## config.mk

```make
export PLATFORM = sky130hd
export DESIGN_NAME = ucode_seq_flat
export DESIGN_NICKNAME = d
export VERILOG_FILES = /design/src/rtl/ucode_seq_if.sv /design/src/rtl/ucode_seq.sv /design/src/flat_wrapper.sv
export SDC_FILE = /design/constraint.sdc
export NUM_CORES = 1
export LEC_CHECK = 0
export CAP_MARGIN = 40
export CORE_ASPECT_RATIO = 1.4
export CORE_MARGIN = 2
export CORE_UTILIZATION = 23
export CTS_BUF_LIST = sky130_fd_sc_hd__clkbuf_8
export DETAILED_ROUTE_END_ITERATION = 12
export PLACE_DENSITY = 0.56
export SYNTH_ARGS = -nofsm -noshare
export SYNTH_HDL_FRONTEND = slang
export SYNTH_SLANG_ARGS = --single-unit
```

## constraint.sdc

```tcl
create_clock -name clk -period 1.8 [get_ports clk]
set_input_delay 0.18 -clock clk [delete_from_list [all_inputs] [get_ports clk]]
set_output_delay 0.18 -clock clk [all_outputs]
set_load 0.03 [all_outputs]
```

## src/rtl/ucode_seq_if.sv

```systemverilog
// Microsequencer port bundle: microword control, condition operands, and
// sequencer state observed by the datapath.
interface ucode_seq_if #(
  parameter int unsigned ADDR_W = 9,
  parameter int unsigned CNT_W  = 3
);
  logic              hold;
  logic              ucode_trap;
  logic [2:0]        u_seq;
  logic [ADDR_W-1:0] u_addr;
  logic [ADDR_W-1:0] dispatch_addr;
  logic              u_rd_rs1_a;
  logic              rs1_0_l;
  logic              rs2_0_l;
  logic [ADDR_W-1:0] upc;
  logic [CNT_W-1:0]  stk_cnt;
  logic              stk_err;

  modport master (
    output hold, ucode_trap, u_seq, u_addr, dispatch_addr,
           u_rd_rs1_a, rs1_0_l, rs2_0_l,
    input  upc, stk_cnt, stk_err
  );

  modport slave (
    input  hold, ucode_trap, u_seq, u_addr, dispatch_addr,
           u_rd_rs1_a, rs1_0_l, rs2_0_l,
    output upc, stk_cnt, stk_err
  );
endinterface

```

## src/rtl/ucode_seq.sv

```systemverilog
// Microprogram sequencer: next-uPC select, conditional branches, trap entry.
// Return stack for CALL/RET is built only when UCODE_SEQ_RSTACK_EN is defined.
module ucode_seq #(
  parameter int unsigned       ADDR_W    = 9,
  parameter int unsigned       STK_DEPTH = 4,
  parameter int unsigned       CNT_W     = 3,
  parameter logic [ADDR_W-1:0] TRAP_VEC  = ADDR_W'(9'h1F0)
) (
  input logic        clk,
  input logic        reset_l,
  ucode_seq_if.slave bus
);

  typedef enum logic [2:0] {
    SEQ_NEXT  = 3'b000,
    SEQ_JUMP  = 3'b001,
    SEQ_JCOND = 3'b010,
    SEQ_JMP2  = 3'b011,
    SEQ_CALL  = 3'b100,
    SEQ_RET   = 3'b101,
    SEQ_DISP  = 3'b110,
    SEQ_RSVD  = 3'b111
  } seq_op_e;

  if (STK_DEPTH < 1 || STK_DEPTH > (1 << CNT_W) - 1) begin : g_bad_cfg
    $error("ucode_seq: STK_DEPTH must be in 1 .. 2**CNT_W-1");
  end

  logic [ADDR_W-1:0] upc_q;
  logic [ADDR_W-1:0] upc_inc_c;
  logic [ADDR_W-1:0] upc_nxt_c;
  logic              cond_c;
  seq_op_e           op_c;

  assign cond_c    = ~(bus.u_rd_rs1_a ? bus.rs1_0_l : bus.rs2_0_l);
  assign upc_inc_c = upc_q + ADDR_W'(1);
  assign op_c      = seq_op_e'(bus.u_seq);
  assign bus.upc   = upc_q;

`ifdef UCODE_SEQ_RSTACK_EN
  localparam int unsigned IDX_W = (STK_DEPTH > 1) ? $clog2(STK_DEPTH) : 1;

  logic [ADDR_W-1:0] stk_mem [STK_DEPTH];
  logic [CNT_W-1:0]  stk_cnt_q, stk_cnt_nxt_c;
  logic              stk_err_q, stk_err_nxt_c;
  logic              push_c;
  logic              advance_c;

  assign advance_c   = ~bus.ucode_trap & ~bus.hold;
  assign bus.stk_cnt = stk_cnt_q;
  assign bus.stk_err = stk_err_q;

  always_comb begin
    upc_nxt_c     = upc_inc_c;
    stk_cnt_nxt_c = stk_cnt_q;
    stk_err_nxt_c = stk_err_q;
    push_c        = 1'b0;
    case (op_c)
      SEQ_JUMP:  upc_nxt_c = bus.u_addr;
      SEQ_JCOND: upc_nxt_c = cond_c ? bus.u_addr : upc_inc_c;
      SEQ_JMP2:  upc_nxt_c = {bus.u_addr[ADDR_W-1:1], cond_c};
      SEQ_DISP:  upc_nxt_c = bus.dispatch_addr;
      SEQ_CALL: begin
        upc_nxt_c = bus.u_addr;
        // Full stack: still take the call, but drop the return address
        if (stk_cnt_q == CNT_W'(STK_DEPTH)) begin
          stk_err_nxt_c = 1'b1;
        end else begin
          push_c        = 1'b1;
          stk_cnt_nxt_c = stk_cnt_q + CNT_W'(1);
        end
      end
      SEQ_RET: begin
        if (stk_cnt_q == '0) begin
          upc_nxt_c     = '0;
          stk_err_nxt_c = 1'b1;
        end else begin
          upc_nxt_c     = stk_mem[IDX_W'(stk_cnt_q - CNT_W'(1))];
          stk_cnt_nxt_c = stk_cnt_q - CNT_W'(1);
        end
      end
      default:   upc_nxt_c = upc_inc_c;
    endcase
  end

  // Entries at or above stk_cnt are never read, so storage needs no reset
  always_ff @(posedge clk) begin
    if (advance_c && push_c) begin
      stk_mem[IDX_W'(stk_cnt_q)] <= upc_inc_c;
    end
  end

  always_ff @(posedge clk or negedge reset_l) begin
    if (!reset_l) begin
      upc_q     <= '0;
      stk_cnt_q <= '0;
      stk_err_q <= 1'b0;
    end else if (bus.ucode_trap) begin
      upc_q     <= TRAP_VEC;
      stk_cnt_q <= '0;
      stk_err_q <= 1'b0;
    end else if (!bus.hold) begin
      upc_q     <= upc_nxt_c;
      stk_cnt_q <= stk_cnt_nxt_c;
      stk_err_q <= stk_err_nxt_c;
    end
  end
`else
  assign bus.stk_cnt = '0;
  assign bus.stk_err = 1'b0;

  // Without a stack, CALL degenerates to JUMP and RET to NEXT
  always_comb begin
    upc_nxt_c = upc_inc_c;
    case (op_c)
      SEQ_JUMP, SEQ_CALL: upc_nxt_c = bus.u_addr;
      SEQ_JCOND:          upc_nxt_c = cond_c ? bus.u_addr : upc_inc_c;
      SEQ_JMP2:           upc_nxt_c = {bus.u_addr[ADDR_W-1:1], cond_c};
      SEQ_DISP:           upc_nxt_c = bus.dispatch_addr;
      default:            upc_nxt_c = upc_inc_c;
    endcase
  end

  always_ff @(posedge clk or negedge reset_l) begin
    if (!reset_l) begin
      upc_q <= '0;
    end else if (bus.ucode_trap) begin
      upc_q <= TRAP_VEC;
    end else if (!bus.hold) begin
      upc_q <= upc_nxt_c;
    end
  end
`endif

endmodule

```

## src/flat_wrapper.sv

```systemverilog
// flat-port wrapper written by rule: the top's interface ports become plain ports
module ucode_seq_flat 
#(
  parameter int unsigned       ADDR_W    = 9,
  parameter int unsigned       STK_DEPTH = 4,
  parameter int unsigned       CNT_W     = 3,
  parameter logic [ADDR_W-1:0] TRAP_VEC  = ADDR_W'(9'h1F0)
)
  (clk, reset_l, bus_hold, bus_ucode_trap, bus_u_seq, bus_u_addr, bus_dispatch_addr, bus_u_rd_rs1_a, bus_rs1_0_l, bus_rs2_0_l, bus_upc, bus_stk_cnt, bus_stk_err);
  ucode_seq_if #(.ADDR_W(ADDR_W), .CNT_W(CNT_W)) bus_i ();
  input logic clk;
  input logic reset_l;
  input wire logic [$bits(bus_i.hold)-1:0] bus_hold;
  input wire logic [$bits(bus_i.ucode_trap)-1:0] bus_ucode_trap;
  input wire logic [$bits(bus_i.u_seq)-1:0] bus_u_seq;
  input wire logic [$bits(bus_i.u_addr)-1:0] bus_u_addr;
  input wire logic [$bits(bus_i.dispatch_addr)-1:0] bus_dispatch_addr;
  input wire logic [$bits(bus_i.u_rd_rs1_a)-1:0] bus_u_rd_rs1_a;
  input wire logic [$bits(bus_i.rs1_0_l)-1:0] bus_rs1_0_l;
  input wire logic [$bits(bus_i.rs2_0_l)-1:0] bus_rs2_0_l;
  output wire logic [$bits(bus_i.upc)-1:0] bus_upc;
  output wire logic [$bits(bus_i.stk_cnt)-1:0] bus_stk_cnt;
  output wire logic [$bits(bus_i.stk_err)-1:0] bus_stk_err;
  assign bus_i.hold = bus_hold;
  assign bus_i.ucode_trap = bus_ucode_trap;
  assign bus_i.u_seq = bus_u_seq;
  assign bus_i.u_addr = bus_u_addr;
  assign bus_i.dispatch_addr = bus_dispatch_addr;
  assign bus_i.u_rd_rs1_a = bus_u_rd_rs1_a;
  assign bus_i.rs1_0_l = bus_rs1_0_l;
  assign bus_i.rs2_0_l = bus_rs2_0_l;
  assign bus_upc = bus_i.upc;
  assign bus_stk_cnt = bus_i.stk_cnt;
  assign bus_stk_err = bus_i.stk_err;
  ucode_seq #(.ADDR_W(ADDR_W), .STK_DEPTH(STK_DEPTH), .CNT_W(CNT_W), .TRAP_VEC(TRAP_VEC)) u_core (.clk(clk), .reset_l(reset_l), .bus(bus_i));
endmodule
```

# After elaboration in Yosys (flattened, before gate mapping)
# Cells that the tools add are included.
dict set report word_totals {
  inputBits 28
  output_inout_bits 13
  word_cells 15
  ff_bits 9
}
dict set report op_classes {
  eq_ne 6
  reduce_logical 1
  n_addsub 1
  bitwise_logic 1
  n_mux 5
}
# op n
set ops {}
lappend ops {{9-bit case mux with 4 select lines} 1}
lappend ops {{9-bit two-way mux} 3}
lappend ops {{9-bit by 1-bit adder with 9-bit output, second input constant} 1}
lappend ops {{3-bit by 2-bit equality test with 1-bit output, second input constant} 2}
lappend ops {{3-bit equality test, second input constant} 2}
lappend ops {{3-bit by 1-bit equality test with 1-bit output, second input constant} 1}
lappend ops {{2-bit by 1-bit != test with 1-bit output, second input constant} 1}
lappend ops {{2-bit OR reduction} 1}
lappend ops {{1-bit two-way mux} 1}
lappend ops {{1-bit NOT} 1}

# Longest topological paths before layout
# Gate-level depths: netlist (run 1).
dict set report logic_depth {
  ltp_word 5
  mapped_depth 6
}

# Least setup slack after synthesis (run 1)
# Ideal clock, no wire load.
dict set report synth_path {
  kind {register to register}
  from {reg u_core.upc_q[0] (netlist: u_core.bus.upc[0])}
  to {reg u_core.upc_q[6] (netlist: u_core.bus.upc[6])}
  synth_period_minus_slack_ps 1641
  t_arrival_ps 1515
  stages_incl_launch_ff 6
  t_required_ps 1674
  path_slack_ps 159
  cell_sequence {dfrtp_1 > ha_1 > and3_1 > a31o_2 > a221oi_1 > nor2_1}
}
dict set report synth_via {
  elab_chain_cells 5
}
# item line
set synth_lines {}
lappend synth_lines {{start: declaration} ucode_seq.sv:29} ;# logic [ADDR_W-1:0] upc_q;
lappend synth_lines {{start signal: assignment} ucode_seq.sv:130} ;# upc_q <= upc_nxt_c;
lappend synth_lines {{9-bit by 1-bit adder with 9-bit output *} ucode_seq.sv:36} ;# assign upc_inc_c = upc_q + ADDR_W'(1);
lappend synth_lines {{9-bit two-way mux} ucode_seq.sv:117} ;# SEQ_JCOND: upc_nxt_c = cond_c ? bus.u_addr : upc_inc_c;
lappend synth_lines {{9-bit case mux with 4 select lines *} ucode_seq.sv:115} ;# case (op_c)
lappend synth_lines {{9-bit two-way mux *} ucode_seq.sv:129} ;# end else if (!bus.hold) begin
lappend synth_lines {{9-bit two-way mux *} ucode_seq.sv:127} ;# end else if (bus.ucode_trap) begin
# Every way passes the cells marked *; elsewhere a longest branch is shown, timed or not. The select of a mux whose other input is x is not followed.
# A chain may end at the register's enable or synchronous reset.

# Worst setup path in the final report (run 1)
dict set report layout_path {
  from {reg u_core.upc_q[0] (netlist: u_core.bus.upc[0])}
  to {reg u_core.upc_q[8] (netlist: u_core.bus.upc[8])}
}
# The elaborated chain is that of the path after synthesis.

==> qor.txt, run 1 <==
Final WL: 2680 um
Endpoints failing setup: 0
CTS buffer count: 3
Crit end category: flop
Tcrit/Tclk final: 0.891
Post-cts hold buffer count: 0
Vias/cell: 5.04
CTS tree: built
Critical path fanouts, max: 6
Synth area leaders: dfrtp_1 (25%), a221oi_1 (6.9%), nor2_1 (5.9%)
Crit path buf inv count: 0
Status: finished clean
Final Slew Violations: 0
Most frequent cells after synthesis: nor2_1 (14), dfrtp_1 (9), a21oi_1 (7), a221oi_1 (7), inv_1 (6)
Die W: 56.6 um
Port bufs: 36
Clock slew at reported path FFs: 0.05 ns
Max reg flops: 9
CP required: 1.91 ns
Total grt overflow: 0
P_leak: 0.000564 uW
Setup TNS: 0 ns
Die ar.: 0.00440 mm2
Latest clock arrival within the worst-skew pair: 0.24 ns
Worst hold-check path type: in2async
CP Data Arrival Time: 1.71 ns
RSZ-0062 raised after global routing: no
Async SR Flop Fraction: 1.00
Total core area: 0.00368 mm2
First-pass GRT wire length: 4330 um
Fin crit period: 1.60 ns
Filler cells: 393
TritonRoute pass-1 iters: 4
Syn_area_per_cell: 8.58 um2
Flops & latches, synth: 9
Ys flop type: dfrtp_1
Synth warn: 0
Starting DRT DRC Count: 32
Starting Density: 0.243
Synth-to-Final Area Change: 55.4%
Vias in the first global route: 958
Top-count cell post-synth: nor2_1
N_diodes: 0
FMAX: 0.623 GHz
Synth area leader: dfrtp_1
Post-synth EDFFs: 0
Final non-filler cell total: 193
P per Cell Area: 579 mW/mm2
Die height: 77.7 um
Largest net degree at the start of global routing: 10
Final #Nets: 181
Seq/Total Area, Yosys: 0.252
DP Cell Count: 189
Sequential Area: 225 um2
H-tree depth: 1
Post-synthesis cell type count: 38
Slowest stage delay, CP: 0.43 ns
Post-synth top area share: 0.252
Post-cts repair resize count: 0
Initial antenna violation count: 0
# IOs: 41
Post-Syn Instances: 104
Slowest-stage cell, CP: dfrtp_1
Fraction of layout cells with a size suffix above 1: 0.179
Final hold viol count: 0
Detailed-route via count: 972
Clk sinks: 9
Setup Fix Bufs, Post-CTS: 0
CTS root buf: clkbuf_8
Hpwl dp: 2230 um
Multi-input logic area: 591 um2
Worst Setup Path Type: reg2reg
CP Cell Sequence: ha_1 -> nand3_1 -> nor3_1 -> a2111o_1 -> a21oi_1 -> a211oi_1
Num rows: 26
Final ANT Viol Nets: 0
VDD IR max: 0.263 mV
# Max-Cap Violations: 0
Drt wl/cell: 13.9 um
Routability Congestion: 0.860
Final Skew: 0.00856 ns
Post-Syn Area: 892 um2
Top Family by Delay on Critical Path: compound AO/OA/AOI/OAI gates
Crit start category: flop
Drt drc: 0
Max Root-Sink Buffers: 2
Total track usage: 0.125
[worst register-to-register path, delay by kind of cell, from the launching register on]
kind / cells / cell delay (ns)
compound gates: 3 / 0.55
fa+ha+maj: 1 / 0.27
simple gates: 2 / 0.24
flops: 1 / 0.43
[power by group]
| group | switching, uW | internal [uW] | leakage [uW] |
|---|---|---|---|
| registers | 27.2 | 221 | 0.000102 |
| clock network | 86.2 | 149 | 0.0000269 |
| logic | 158 | 161 | 0.000436 |
| total | 271 | 531 | 0.000564 |
[per-layer routing]
metal | share of wire | vias to the layer above | track usage
li1 | - | 476 | -
met2 | 0.53 | 41 | 0.219
met1 | 0.39 | 451 | 0.139
met5 | 0 | - | 0
met3 | 0.067 | 4 | 0.0333
met4 | 0.0093 | 0 | 0.0548
[final cells by class]
cell class	count	area share
clock buffers	3	0.0298
well taps	42	0.0379
repair buffers	48	0.325
inverters	6	0.0162
multi-input cells	84	0.426
clock inverters	1	0.00271
flip-flops and latches	9	0.162
[placed cells by master, fill, tap and decap left out, types with 2 or more instances in the layout]
cell type | netlist | final
o21ai_0 | 2 | 2
a221oi_1 | 7 | 7
and3_1 | 2 | 2
nor2_1 | 14 | 14
a21o_2 | 3 | 3
conb_1 | 1 | 4
mux2i_1 | 4 | 4
buf_4 | 5 | 12
nand3_1 | 3 | 3
dfrtp_1 | 9 | 9
a21oi_1 | 7 | 7
a31oi_1 | 3 | 3
nor3_1 | 2 | 2
nand2b_1 | 3 | 3
o22ai_1 | 2 | 2
inv_1 | 6 | 7
nand2b_4 | 2 | 2
o32ai_1 | 2 | 2
clkdlybuf4s50_1 | 0 | 36
nand2_1 | 5 | 5
a21o_1 | 2 | 2
clkbuf_8 | 0 | 3
a31o_2 | 2 | 2
[path summary, 6_finish.rpt]
check,startpoint,to,slack (ns),depth (start not counted)
max reg2reg,u_core.bus.upc[0],u_core.bus.upc[8],0.20,6
min reg2reg,u_core.bus.upc[1],u_core.bus.upc[1],0.59,2
min in group clk,u_core.bus.upc[1],u_core.bus.upc[1],0.59,2
max in group asynchronous,reset_l,u_core.bus.upc[1],1.24,1
max,u_core.bus.upc[0],u_core.bus.upc[8],0.20,6
min,reset_l,u_core.bus.upc[6],0.25,1
[per-stage QoR]
step                instance area [um2]  worst slack, ns  total power, uW  utilization  hold slack [ns]
floorplan                           903            0.159              421            -           -0.116
global placement                   1340          -0.0175              567        0.365            0.514
detailed placement                 1340          -0.0382              573        0.365            0.522
CTS                                1390            0.181              813        0.377            0.269
global route                       1390           0.0852              848        0.377            0.290
finish                             1390            0.196              802        0.377            0.248
[logic make-up after synthesis]
logic type | share of synthesized area
AND/OR/NAND/NOR | 0.217
buffers and inverters | 0.0982
XOR/XNOR | 0.0196
adder cells (fa/ha/maj) | 0.0140
other | 0.00420
AO/OA/AOI/OAI | 0.337
multiplexers | 0.0575
flip-flops | 0.252
No activity file was read; power rests on OpenSTA's default activity.
==> run 2: changes to the inputs <==
- CORE_MARGIN: 2 -> unset
==> run 2 against run 1 <==
Net effect: non-clock buffer count is 2 lower; maximum frequency is 1.7% lower; count of clock-buffer cells in the layout stayed put; final cell count is 1.0% lower; die area is 6.0% lower; clock skew is 0.0019 ns lower; worst setup slack worse by 0.027 ns; sequential cell count stayed put; wire length is 0.93% lower; register-to-register slack worse by 0.03 ns; final area is 1.1% lower; hold slack better by 0.025 ns.
==> qor.txt, run 2 (synthesized netlist as in run 1, its figures left out) <==
Starting Density: 0.243 (unchanged)
Final Slew Violations: 0 (unchanged)
Die height: 75.7 um (-2.6%)
Drt drc: 0 (unchanged)
Commonest non-fill, non-tap cell in the layout: clkdlybuf4s50_1
Fin crit period: 1.63 ns (+0.0274 ns)
Setup TNS: 0 ns (unchanged)
Multi-input logic area: 591 um2 (unchanged)
Crit start category: flop
Crit end category: flop
Final #Nets: 179 (-1.1%)
# IOs: 41 (unchanged)
Status: finished clean
Setup Fix Bufs, Post-CTS: 0 (unchanged)
Total track usage: 0.141 (+0.0156)
FMAX: 0.613 GHz (-1.7%)
First-pass GRT wire length: 4140 um (-4.3%)
Filler cells: 406 (+3.3%)
Vias/cell: 5.16 (+2.4%)
Die W: 54.6 um (-3.5%)
TritonRoute pass-1 iters: 4 (unchanged)
P_leak: 0.000554 uW (-1.7%)
# Max-Cap Violations: 0 (unchanged)
Critical path fanouts, max: 6 (unchanged)
Max reg flops: 9 (unchanged)
Fraction of layout cells with a size suffix above 1: 0.168 (-0.0110)
H-tree depth: 1 (unchanged)
Overall Power: 791 uW (-1.4%)
Final ANT Viol Nets: 0 (unchanged)
Largest net degree at the start of global routing: 10 (unchanged)
Num rows: 26 (unchanged)
DP Cell Count: 187 (-1.1%)
Post-cts repair resize count: 0 (unchanged)
Final WL: 2660 um (-0.93%)
Final hold viol count: 0 (unchanged)
Final Skew: 0.00662 ns (-0.00193 ns)
Tcrit/Tclk final: 0.907 (+0.0152)
Latest clock arrival within the worst-skew pair: 0.23 ns (about the same)
CTS buffer count: 3 (unchanged)
Routability Congestion: 0.787 (-8.5%)
VDD IR max: 0.258 mV (-1.9%)
Post-cts hold buffer count: 0 (unchanged)
Detailed-route via count: 985 (+1.3%)
Die ar.: 0.00414 mm2 (-6.0%)
Most frequent cells in the layout: clkdlybuf4s50_1 (36), nor2_1 (14), buf_4 (10), dfrtp_1 (9)
Port bufs: 36 (unchanged)
Vias in the first global route: 958 (unchanged)
Final non-filler cell total: 191 (-1.0%)
Clk sinks: 9 (unchanged)
CP required: 1.90 ns (about the same)
Synth-to-Final Area Change: 53.7%
Initial antenna violation count: 0 (unchanged)
Starting DRT DRC Count: 20 (-38%)
CTS root buf: clkbuf_8
Sequential Area: 225 um2 (unchanged)
Max Root-Sink Buffers: 2 (unchanged)
Endpoints failing setup: 0 (unchanged)
CTS tree: built
Clock slew at reported path FFs: 0.05 ns (about the same)
Worst hold-check path type: in2async
Worst Setup Path Type: reg2reg
RSZ-0062 raised after global routing: no
Reg2Reg Depth: 6 (unchanged)
CP Data Arrival Time: 1.73 ns (+0.02 ns)
P per Cell Area: 577 mW/mm2 (-0.31%)
Total grt overflow: 0 (unchanged)
Hpwl dp: 2170 um (-2.9%)
Total core area: 0.00368 mm2 (unchanged)
Drt wl/cell: 13.9 um (+0.11%)
N_diodes: 0 (unchanged)
[run 2: cell types whose count changed in the layout (fill, tap and decap cells not counted), sizes merged]
cell and delta:
buf -2
[run 2: critical path: stages (launching register included)]
cell and delay, ns:
dfrtp_1 0.44, ha_1 0.27, nand3_1 0.14, nor3_1 0.09, a2111o_1 0.39, a21oi_1 0.12
a211oi_1 0.06
[run 2: area by class of cell]
type	instances	share of cell area
inverter	6	0.0164
multi-input combinational	84	0.431
clock buffer	3	0.0301
timing repair buffer	46	0.318
sequential	9	0.164
tap	42	0.0383
clock inverter	1	0.00274
[run 2: final timing paths]
path | from | end | slack (ns)
min reg2reg | u_core.bus.upc[6] | u_core.bus.upc[6] | 0.59
min in group clk | u_core.bus.upc[6] | u_core.bus.upc[6] | 0.59
max | u_core.bus.upc[0] | u_core.bus.upc[8] | 0.17
max reg2reg | u_core.bus.upc[0] | u_core.bus.upc[8] | 0.17
min | reset_l | u_core.bus.upc[6] | 0.27
max in group asynchronous | reset_l | u_core.bus.upc[5] | 1.20
[run 2: routing by layer]
| layer | vias to the layer above | global-route usage | routed length [um] |
|---|---|---|---|
| li1 | 475 | - | - |
| met1 | 468 | 0.154 | 1040 |
| met2 | 40 | 0.262 | 1410 |
| met3 | 2 | 0.0319 | 202 |
| met4 | 0 | 0.0342 | 13 |
| met5 | - | 0 | 0 |
[run 2: report_power, final]
| group | switching (uW) | internal [uW] |
|---|---|---|
| registers | 28.3 | 221 |
| clock network | 79.7 | 149 |
| logic | 157 | 157 |
| total | 265 | 527 |
[run 2: metrics by stage]
| stage | area [um2] | utilization | worst slack (ns) | hold slack, ns |
|---|---|---|---|---|
| after floorplan | 903 | - | 0.159 | -0.116 |
| after global placement | 1330 | 0.361 | 0.0500 | 0.524 |
| after detailed placement | 1330 | 0.361 | 0.0192 | 0.534 |
| after CTS | 1370 | 0.373 | 0.149 | 0.286 |
| after global routing | 1370 | 0.373 | 0.0441 | 0.301 |
| final | 1370 | 0.373 | 0.168 | 0.273 |
==> run 3: changes to the inputs <==
- ABC_CLOCK_PERIOD_IN_PS: unset -> 1800
- HOLD_SLACK_MARGIN: unset -> 0.1
- SLEW_MARGIN: unset -> 10
==> results of run 3 <==
The final DEF is identical to that of run 2; final timing and power are the same.
